[src/rtl/rp_8bit_bd_arb.sv]
// Two-master arbiter for the single-ported data memory (bd bus).
// Round-robin grant, one-cycle registered acknowledge, m1 bus lock with timeout.
module rp_8bit_bd_arb #(
  parameter int unsigned DAW = 13,
  parameter int unsigned DW  = 8,
  parameter int unsigned LTO = 16
) (
  input  logic           clk,
  input  logic           rst,
  input  logic           m0_req,
  input  logic           m0_wen,
  input  logic [DAW-1:0] m0_adr,
  input  logic [DW-1:0]  m0_wdt,
  output logic [DW-1:0]  m0_rdt,
  output logic           m0_ack,
  input  logic           m1_req,
  input  logic           m1_wen,
  input  logic           m1_lck,
  input  logic [DAW-1:0] m1_adr,
  input  logic [DW-1:0]  m1_wdt,
  output logic [DW-1:0]  m1_rdt,
  output logic           m1_ack,
  output logic           mem_ena,
  output logic           mem_wen,
  output logic [DAW-1:0] mem_adr,
  output logic [DW-1:0]  mem_wdt,
  input  logic [DW-1:0]  mem_rdt,
  output logic           lck_err
);

  localparam int unsigned CW = 8;
  localparam logic [CW-1:0] CNT_LAST = CW'(LTO - 1);
  localparam logic [CW-1:0] CNT_MAX  = CW'(LTO);

  typedef enum logic {
    ST_UNLOCKED = 1'b0,
    ST_LOCKED   = 1'b1
  } state_e;

  state_e        state_q, state_d;
  logic [CW-1:0] cnt_q, cnt_d;
  logic          lg_q, lg_d;          // last grant: 0 = m0, 1 = m1
  logic          m0_ack_q, m0_ack_d;
  logic          m1_ack_q, m1_ack_d;
  logic          lck_err_q, lck_err_d;

  logic          elig0, elig1;
  logic          gnt0, gnt1;

  // State register
  always_ff @(posedge clk or negedge rst) begin
    if (!rst) begin
      state_q   <= ST_UNLOCKED;
      cnt_q     <= '0;
      lg_q      <= 1'b1;
      m0_ack_q  <= 1'b0;
      m1_ack_q  <= 1'b0;
      lck_err_q <= 1'b0;
    end else begin
      state_q   <= state_d;
      cnt_q     <= cnt_d;
      lg_q      <= lg_d;
      m0_ack_q  <= m0_ack_d;
      m1_ack_q  <= m1_ack_d;
      lck_err_q <= lck_err_d;
    end
  end

  // Next-state: lock FSM, timeout counter, round-robin pointer, acks
  always_comb begin
    state_d   = state_q;
    cnt_d     = cnt_q;
    lck_err_d = lck_err_q;
    m0_ack_d  = gnt0;
    m1_ack_d  = gnt1;
    if (gnt1) begin
      lg_d = 1'b1;
    end else if (gnt0) begin
      lg_d = 1'b0;
    end else begin
      lg_d = lg_q;
    end

    case (state_q)
      ST_UNLOCKED: begin
        if (gnt1 && m1_lck) begin
          state_d = ST_LOCKED;
          cnt_d   = '0;
        end
      end
      ST_LOCKED: begin
        if (gnt1 && !m1_lck) begin
          state_d = ST_UNLOCKED;
          cnt_d   = '0;
        end else if (cnt_q >= CNT_LAST) begin
          // Timeout: force the lock off and hand the next tie to m0
          state_d   = ST_UNLOCKED;
          cnt_d     = '0;
          lck_err_d = 1'b1;
          lg_d      = 1'b1;
        end else if (cnt_q >= CNT_MAX) begin
          cnt_d = CNT_MAX;
        end else begin
          cnt_d = CW'(cnt_q + CW'(1));
        end
      end
      default: begin
        state_d = ST_UNLOCKED;
        cnt_d   = '0;
      end
    endcase
  end

  // Outputs: eligibility, combinational grant and memory mux
  always_comb begin
    elig0 = m0_req & ~m0_ack_q & (state_q == ST_UNLOCKED);
    elig1 = m1_req & ~m1_ack_q;
    gnt0  = 1'b0;
    gnt1  = 1'b0;
    if (elig0 && elig1) begin
      if (lg_q) begin
        gnt0 = 1'b1;
      end else begin
        gnt1 = 1'b1;
      end
    end else if (elig0) begin
      gnt0 = 1'b1;
    end else if (elig1) begin
      gnt1 = 1'b1;
    end

    mem_ena = gnt0 | gnt1;
    mem_wen = 1'b0;
    mem_adr = '0;
    mem_wdt = '0;
    if (gnt0) begin
      mem_wen = m0_wen;
      mem_adr = m0_adr;
      mem_wdt = m0_wdt;
    end else if (gnt1) begin
      mem_wen = m1_wen;
      mem_adr = m1_adr;
      mem_wdt = m1_wdt;
    end

    m0_ack  = m0_ack_q;
    m1_ack  = m1_ack_q;
    lck_err = lck_err_q;
    m0_rdt  = m0_ack_q ? mem_rdt : '0;
    m1_rdt  = m1_ack_q ? mem_rdt : '0;
  end

endmodule
[config.mk]
export PLATFORM = sky130hd
export DESIGN_NAME = rp_8bit_bd_arb
export DESIGN_NICKNAME = d
export VERILOG_FILES = /design/src/rtl/rp_8bit_bd_arb.sv
export SDC_FILE = /design/constraint.sdc
export NUM_CORES = 1
export LEC_CHECK = 0
export CORE_ASPECT_RATIO = 1.2
export CORE_MARGIN = 2
export CORE_UTILIZATION = 29
export CTS_CLUSTER_DIAMETER = 200
export DETAILED_ROUTE_END_ITERATION = 8
export HOLD_SLACK_MARGIN = 0.15
export PLACE_DENSITY = 0.88
export SLEW_MARGIN = 20
export SYNTH_ARGS = -nofsm -noshare
export SYNTH_HDL_FRONTEND = slang
export SYNTH_SLANG_ARGS = --single-unit
[constraint.sdc]
create_clock -name clk -period 2.3 [get_ports clk]
set_clock_uncertainty 0.05 [all_clocks]
set_input_delay 0.345 -clock clk [delete_from_list [all_inputs] [get_ports clk]]
set_output_delay 0.345 -clock clk [all_outputs]
set_load 0.005 [all_outputs]
Yosys cells after proc, flatten, opt, wreduce, memory -nomap -nowiden
Index checks and enable logic that the tools add are counted.
{"block": "op_classes", "addsub": 1, "n_lt_le_gt_ge": 2, "reduce_logical": 5, "bitwise_logic": 8, "eq_ne": 1, "muxes": 29}
{"cell": "$mux 8", "n": 8}
{"cell": "$mux 13", "n": 2}
{"cell": "$mux 1", "n": 17}
{"cell": "$pmux 8 s2", "n": 1}
{"cell": "$add 8x1->8 const B", "n": 1}
{"cell": "$ge 8x4->1 const B", "n": 1}
{"cell": "$ge 8x5->1 const B", "n": 1}
{"cell": "$not 1->1", "n": 4}
{"cell": "$and 1x1->1", "n": 3}
{"cell": "$logic_and 1x1->1", "n": 3}
{"cell": "$reduce_and 3->1", "n": 1}
{"cell": "$ne 2x2->1 const B", "n": 1}
{"cell": "$pmux 1 s2", "n": 1}
{"cell": "$logic_not 1->1", "n": 1}
{"cell": "$or 1x1->1", "n": 1}
{"block": "totals", "word_cells": 52, "in_bits": 57, "regBits": 13, "output_inout_bits": 42}

Depth between registers and ports, before layout
Gate-level depths: netlist of the first run.
{"block": "depth", "word_depth": 10, "ltp_mapped": 5}

Worst setup path before layout of the first run
OpenSTA, ideal clock, no wires.
{"block": "synth_timing", "path_type": "reg2out", "from": "register state_q", "to": "output port mem_adr[0]", "slack_ns": 0.471, "stages_incl_launch_ff": 6, "n_path_buf": 2, "arrival_ns": 1.434, "cell_sequence": "dfrtp_1 > buf_6 > or3b_4 > o21a_4 > buf_6 > a22o_1"}
{"block": "synth_between", "elab_chain_len": 6, "elab_cells_between_ends": 9}
{"item": "from (decl)", "line_no": "40", "text": "state_e state_q, state_d;"}
{"item": "from (signal assigned)", "line_no": "60", "text": "state_q <= state_d;"}
{"item": "$not 1->1 (*)"}
{"item": "$and 1x1->1 (*)", "line_no": "116", "text": "elig0 = m0_req & ~m0_ack_q & (state_q == ST_UNLOCKED);"}
{"item": "$mux 1 / $logic_and 1x1->1 (equally long branches)", "line_no": "126, 120"}
{"item": "$mux 1", "line_no": "120", "text": "if (elig0 && elig1) begin"}
{"item": "$mux 13", "line_no": "140", "text": "end else if (gnt1) begin"}
{"item": "$mux 13 (*)", "line_no": "136", "text": "if (gnt0) begin"}
{"item": "to (decl)", "line_no": "25", "text": "output logic [DAW-1:0] mem_adr,"}
Mark *: on every way between the ends. The rest lies on a longest branch, timed or not.

Worst setup path in the final report of the first run
{"block": "layout_timing", "from": "register state_q", "to": "output port mem_adr[5]"}
The elaborated chain is that of the path after synthesis.

==> run summary, run 1 <==
Fill cells: 244
VDD IR max: 512 µV
DRC violations left: 0
CP most frequent cell: buf_6
max-cap violations: 0
area of the multi-input gates: 571 µm²
period utilisation layout: 96.8%
Switch Pwr: 450 µW
highest routed layer: met4
hpwl dp: 3100 µm
pwr dens: 646 nW/µm²
clock buffer depth: 2
most frequent cells in the layout: 74 x clkdlybuf4s50_1, 20 x and2_1, 19 x a22o_1
area of the die: 3790 µm²
ANT nets after route: 0
mapped cell area: 960 µm²
post-layout min period: 2.23 ns
CTS tree: done
chip width: 56.5 µm
Slew Viols, Final: 0
fraction of layout cells with a size suffix above 1: 21.8%
TritonRoute pass-1 iters: 4
Distinct cells, synth: 31
Core Region: 3110 µm²
dpl cell area: 2000 µm²
Reg2Reg Setup Slack: 0.62 ns
area leader, netlist: dfrtp_1
crit path kind: flop to output pin
largest net degree at the start of global routing: 24
number of global-route vias before repair: 1302
vias: 1248
initial antenna violation count: 0
Power Internal: 883 µW
CP max-delay cell: or3b_4
Placer Congestion: 0.821
global-route wire length before repair: 6270 µm
leak pwr: 0.947 nW
most common cell after layout, fill and taps aside: clkdlybuf4s50_1
htree depth: 1
largest family of logic cells by synthesized area: compound AO/OA/AOI/OAI gates
Inserted Clock Buffers: 3
CP startpoint kind: flop
post-route cell area: 2060 µm²
latest clock arrival within the worst-skew pair: 0.27 ns
Vias/cell: 5.05
# hold bufs at CTS: 0
# setup viols final: 0
Root Buffer: clkbuf_4
total gr overflow: 0
Post-Synth Adder-Cell Area: 2.61%
CTS Sinks: 13
register bit total from synthesis: 13
cells after synthesis: 98
WL met2: 2120 µm
num rows: 22
post-synthesis simple-gate area fraction: 22.9%
fin worst setup slack: 0.0741 ns
Combinational Power Share: 64.3%
Post-Syn Area per Cell: 9.79 µm²
slowest stage delay, CP: 0.43 ns
setup TNS: 0 ns
largest cells by area after synthesis: dfrtp_1 31%, a22o_1 17%, and2_1 13%
warnings from Yosys: 0
Worst Path Required: 1.90 ns
met3 WL: 299 µm
Clk pin slew, worst setup/hold paths: 0.08 ns
# IOs: 99
initial drt markers: 34
final core occ: 66.4%
final net count: 271
diodes inserted: 0
Area Growth Syn to Fin: 115%
total wire length: 3940 µm
Hold Vio Cnt, Final: 0
average wire per standard cell: 16.0 µm
share of the synthesized area in the top cell type: 31.3%
Starting Density: 30.9%
I/O Buffers: 98
Die H: 67.0 µm
FF/Latch Area: 327 µm²
post-synthesis mux area share: 1.04%
CP endpoint kind: output pin
Worst Tran Pin Value: 0.560 ns
status: complete, no violations
Max Clk Rate: 449 MHz
Sw Ratio: 33.8%
Net Count, Synth: 157
CP max FO: 6
post-synthesis xor/xnor area fraction: 0%
dpl ws: -0.326 ns
Met1 Wirelength: 1420 µm
crit-path cells: or3b_4, a21oi_4, buf_6, buf_6, buf_12, a22o_1, buf_2
Clk pwr share: 10.0%
Tot Pwr: 1.33 mW
Worst R2R Path Depth: 5
Synth Area in Compound Gates: 32.7%
Min-Delay Path Class: input pin to asynchronous set/reset pin
Reg power frac: 25.7%
Worst Path Arrival: 1.83 ns
slew margin rel.: 62.5%
sequential fraction of the synthesis area: 34.0%
GRT Total Usage: 21.5%
[flip-flops by register name (all words and copies together) (netlist names)]
signal	flops
m1_ack	1
cnt_q	8
m0_ack	1
state_q	1
lg_q	1
lck_err	1
[worst paths after layout]
check,from,endpoint
max in group asynchronous,rst,lg_q$_DFF_PN1_
min in group clk,lck_err$_DFFE_PN0P_,lck_err$_DFFE_PN0P_
max,state_q$_DFF_PN0_,mem_adr[5]
min,rst,cnt_q[7]$_DFFE_PN0P_
max reg2reg,state_q$_DFF_PN0_,state_q$_DFF_PN0_
min reg2reg,lck_err$_DFFE_PN0P_,lck_err$_DFFE_PN0P_
[worst max-delay path: cells and delay by family, from the launching register on]
family	cells	cell delay, ns
flip-flops	1	0.38
buffers and inverters	4	0.44
AND/OR/NAND/NOR	1	0.43
AO/OA/AOI/OAI	2	0.33
[cells in the mapped netlist]
cell       count
dfrtp_1       12
buf_6          3
a211o_1        1
o2111ai_1      1
and2_1        20
buf_4          2
mux2i_1        1
inv_1          4
a21o_1         1
a21oi_1        2
o32a_2         1
nor2_1         1
nand3_1        2
o21ai_0        2
and2b_1        1
nor4_1         1
dfstp_2        1
ha_1           2
a31o_2         1
or3b_4         1
a31oi_1        1
nor3_1         1
a21boi_0       1
o211ai_1       1
a21oi_4        1
a22o_1        19
a22o_2         3
nand2_1        5
nand3b_1       1
nand2b_1       4
o21a_4         1
[cells by family (layout without fill, tap and decap cells)]
group,Yosys count,in the layout
AO/OA/AOI/OAI,36,36
adder cells (fa/ha/maj),2,2
buffers and inverters,9,122
flip-flops,13,13
multiplexers,1,1
AND/OR/NAND/NOR,37,37
[metal layers]
layer,track usage (%),up-vias
met5,0,-
met4,8.93,0
met3,5.05,8
met2,40.6,67
met1,22.6,586
li1,-,587
[power by group through the flow]
stage          Combinational [mW]  Sequential [mW]  Clock [mW]
6_report                    0.858            0.343       0.133
5_1_grt                     0.928            0.355       0.153
4_1_cts                     0.869            0.343       0.138
3_5_place_dp                0.807            0.348           0
3_3_place_gp                0.783            0.341           0
2_1_floorplan               0.367            0.343           0
[layout make-up]
type	instances	area share, %
Timing Repair Buffer	114	52.4
Multi-Input combinational cell	76	27.6
Sequential cell	13	15.8
Tap cell	36	2.18
Clock buffer	4	1.27
Inverter	4	0.727
[what timing repair did]
| item | CTS | global route |
|---|---|---|
| cloned | 2 | 0 |
| buffers inserted | 6 | 1 |
| pin swaps | 2 | 2 |
| setup endpoints to repair | 22 | 22 |
| gates resized for setup | 45 | 27 |
[stage by stage]
step                      hold slack, ns  std cells
after floorplan                -0.000591         98
after global placement             0.413        234
after detailed placement           0.425        234
after CTS                          0.394        246
after global routing               0.421        247
final                              0.382        247
Power figures use the tool's default switching activity.
==> inputs of run 2 (changes only) <==
- CTS_CLUSTER_SIZE: not set -> 25
==> results of run 2 <==
No change in the layout: final DEF, timing and power equal those of run 1.
==> inputs of run 3 (changes only) <==
- SKIP_CTS_REPAIR_TIMING: not set -> 1
==> run summary, run 3 (synthesis results as in run 1) <==
status: finished, violations left
failing checks: negative setup slack
pwr dens: 641 nW/µm²
crit-path cells: or3b_4, a21oi_4, buf_6, clkbuf_16, buf_6, buf_6, a22o_1, buf_2
max FFs per register: 8
max-cap violations: 0
area of the die: 3790 µm²
chip width: 56.5 µm
Vias/cell: 5.10
diodes inserted: 0
Max Clk Rate: 423 MHz
hpwl dp: 3100 µm
unrepaired setup endpoints after global routing: yes
GRT Total Usage: 19.6%
most common cell after layout, fill and taps aside: clkdlybuf4s50_1
placed insts: 234
latest clock arrival within the worst-skew pair: 0.28 ns
CP most frequent cell: buf_6
fin worst setup slack: -0.0666 ns
Die H: 67.0 µm
clock buffer depth: 2
CP max FO: 3
fraction of layout cells with a size suffix above 1: 19.6%
CTS tree: done
Crit Reg-Reg Startpoint: m0_ack$_DFF_PN0_
Tot Pwr: 1.43 mW
dpl ws: -0.326 ns
initial antenna violation count: 0
Area Growth Syn to Fin: 133%
htree depth: 1
initial drt markers: 36
vias: 1300
VDD IR max: 493 µV
Placer Congestion: 0.821
Starting Density: 30.9%
crit path kind: flop to output pin
period utilisation layout: 103%
Worst R2R Path Depth: 5
final net count: 279
global-route wire length before repair: 5740 µm
leak pwr: 1.22 nW
ANT nets after route: 0
num rows: 22
total gr overflow: 0
Core Region: 3110 µm²
final core occ: 71.8%
crit path from: m0_ack$_DFF_PN0_
largest net degree at the start of global routing: 24
I/O Buffers: 98
Inserted Clock Buffers: 3
Root Buffer: clkbuf_4
most frequent cells in the layout: 74 x clkdlybuf4s50_1, 20 x and2_1, 19 x a22o_1
CP startpoint kind: flop
TritonRoute pass-1 iters: 4
Slew Viols, Final: 0
Worst Path Arrival: 1.97 ns
CTS Sinks: 13
Top reg by flops: cnt_q
CP endpoint kind: output pin
Clk pin slew, worst setup/hold paths: 0.08 ns
hold_ws: 0.373 ns
Hold Vio Cnt, Final: 0
number of global-route vias before repair: 1228
post-layout min period: 2.37 ns
Critical R2R Capture: state_q$_DFF_PN0_
Worst Tran Pin Value: 0.566 ns
DRC violations left: 0
# IOs: 99
slowest stage delay, CP: 0.44 ns
average wire per standard cell: 17.9 µm
CP max-delay cell: or3b_4
Layout Cells excl Fill: 255
total wire length: 4560 µm
Worst Path Required: 1.90 ns
Reg2Reg Setup Slack: 0.59 ns
slew margin rel.: 62.2%
Min-Delay Path Class: input pin to asynchronous set/reset pin
# setup viols final: 4
==> run 3: cell types whose count changed in the layout (fill, tap and decap cells not counted) <==
cell,delta
buf_6,+3
clkdlybuf4s15_1,-5
clkbuf_16,+2
buf_2,+2
dlygate4sd2_1,-2
buf_16,-2
clkbuf_2,-13
dlymetal6s2s_1,+18
buf_4,+5
==> run 3: stage by stage <==
stage          area (µm²)  TNS, ns
5_1_grt              2230   -0.626
2_1_floorplan         960        0
3_5_place_dp         2000    -6.82
6_report             2230   -0.131
4_1_cts              2030    -7.16
3_3_place_gp         2000    -6.10
==> run 3: cell type report <==
cell class                 instances  area, µm²
timing repair buffer             122       1250
fill                             206        877
multi-input combinational         76        571
sequential                        13        327
tap                               36       45.0
clock buffer                       4       26.3
inverter                           4       15.0
==> run 3: how the worst max path moves through the flow <==
stage / end / slack, ns / depth (start not counted)
after global routing: mem_adr[9] / -0.12 / 8
after detailed placement: mem_adr[5] / -0.33 / 6
after global placement: mem_adr[5] / -0.31 / 6
after CTS: mem_adr[5] / -0.35 / 6
after floorplan: mem_adr[0] / 0.47 / 5
final: mem_adr[9] / -0.07 / 8
==> run 3: power breakdown <==
| part | internal [mW] | leakage (nW) | switching (mW) |
|---|---|---|---|
| registers | 0.292 | 0.170 | 0.0569 |
| logic | 0.592 | 1.04 | 0.353 |
| clock network | 0.0673 | 0.0150 | 0.0702 |
==> run 3: layer usage <==
metal / global-route usage [%] / wire length (µm) / vias up
met4: 8.93 / 221 / 0
met2: 37.8 / 2430 / 76
met3: 5.05 / 329 / 17
met5: 0 / 0 / -
met1: 19.5 / 1570 / 602
li1: - / - / 605
==> run 3: worst max-delay path, delay by kind of cell (launching register included) <==
family	cells	cell delay (ns)
flops	1	0.39
compound gates	2	0.30
simple gates	1	0.44
buf+inv	5	0.56
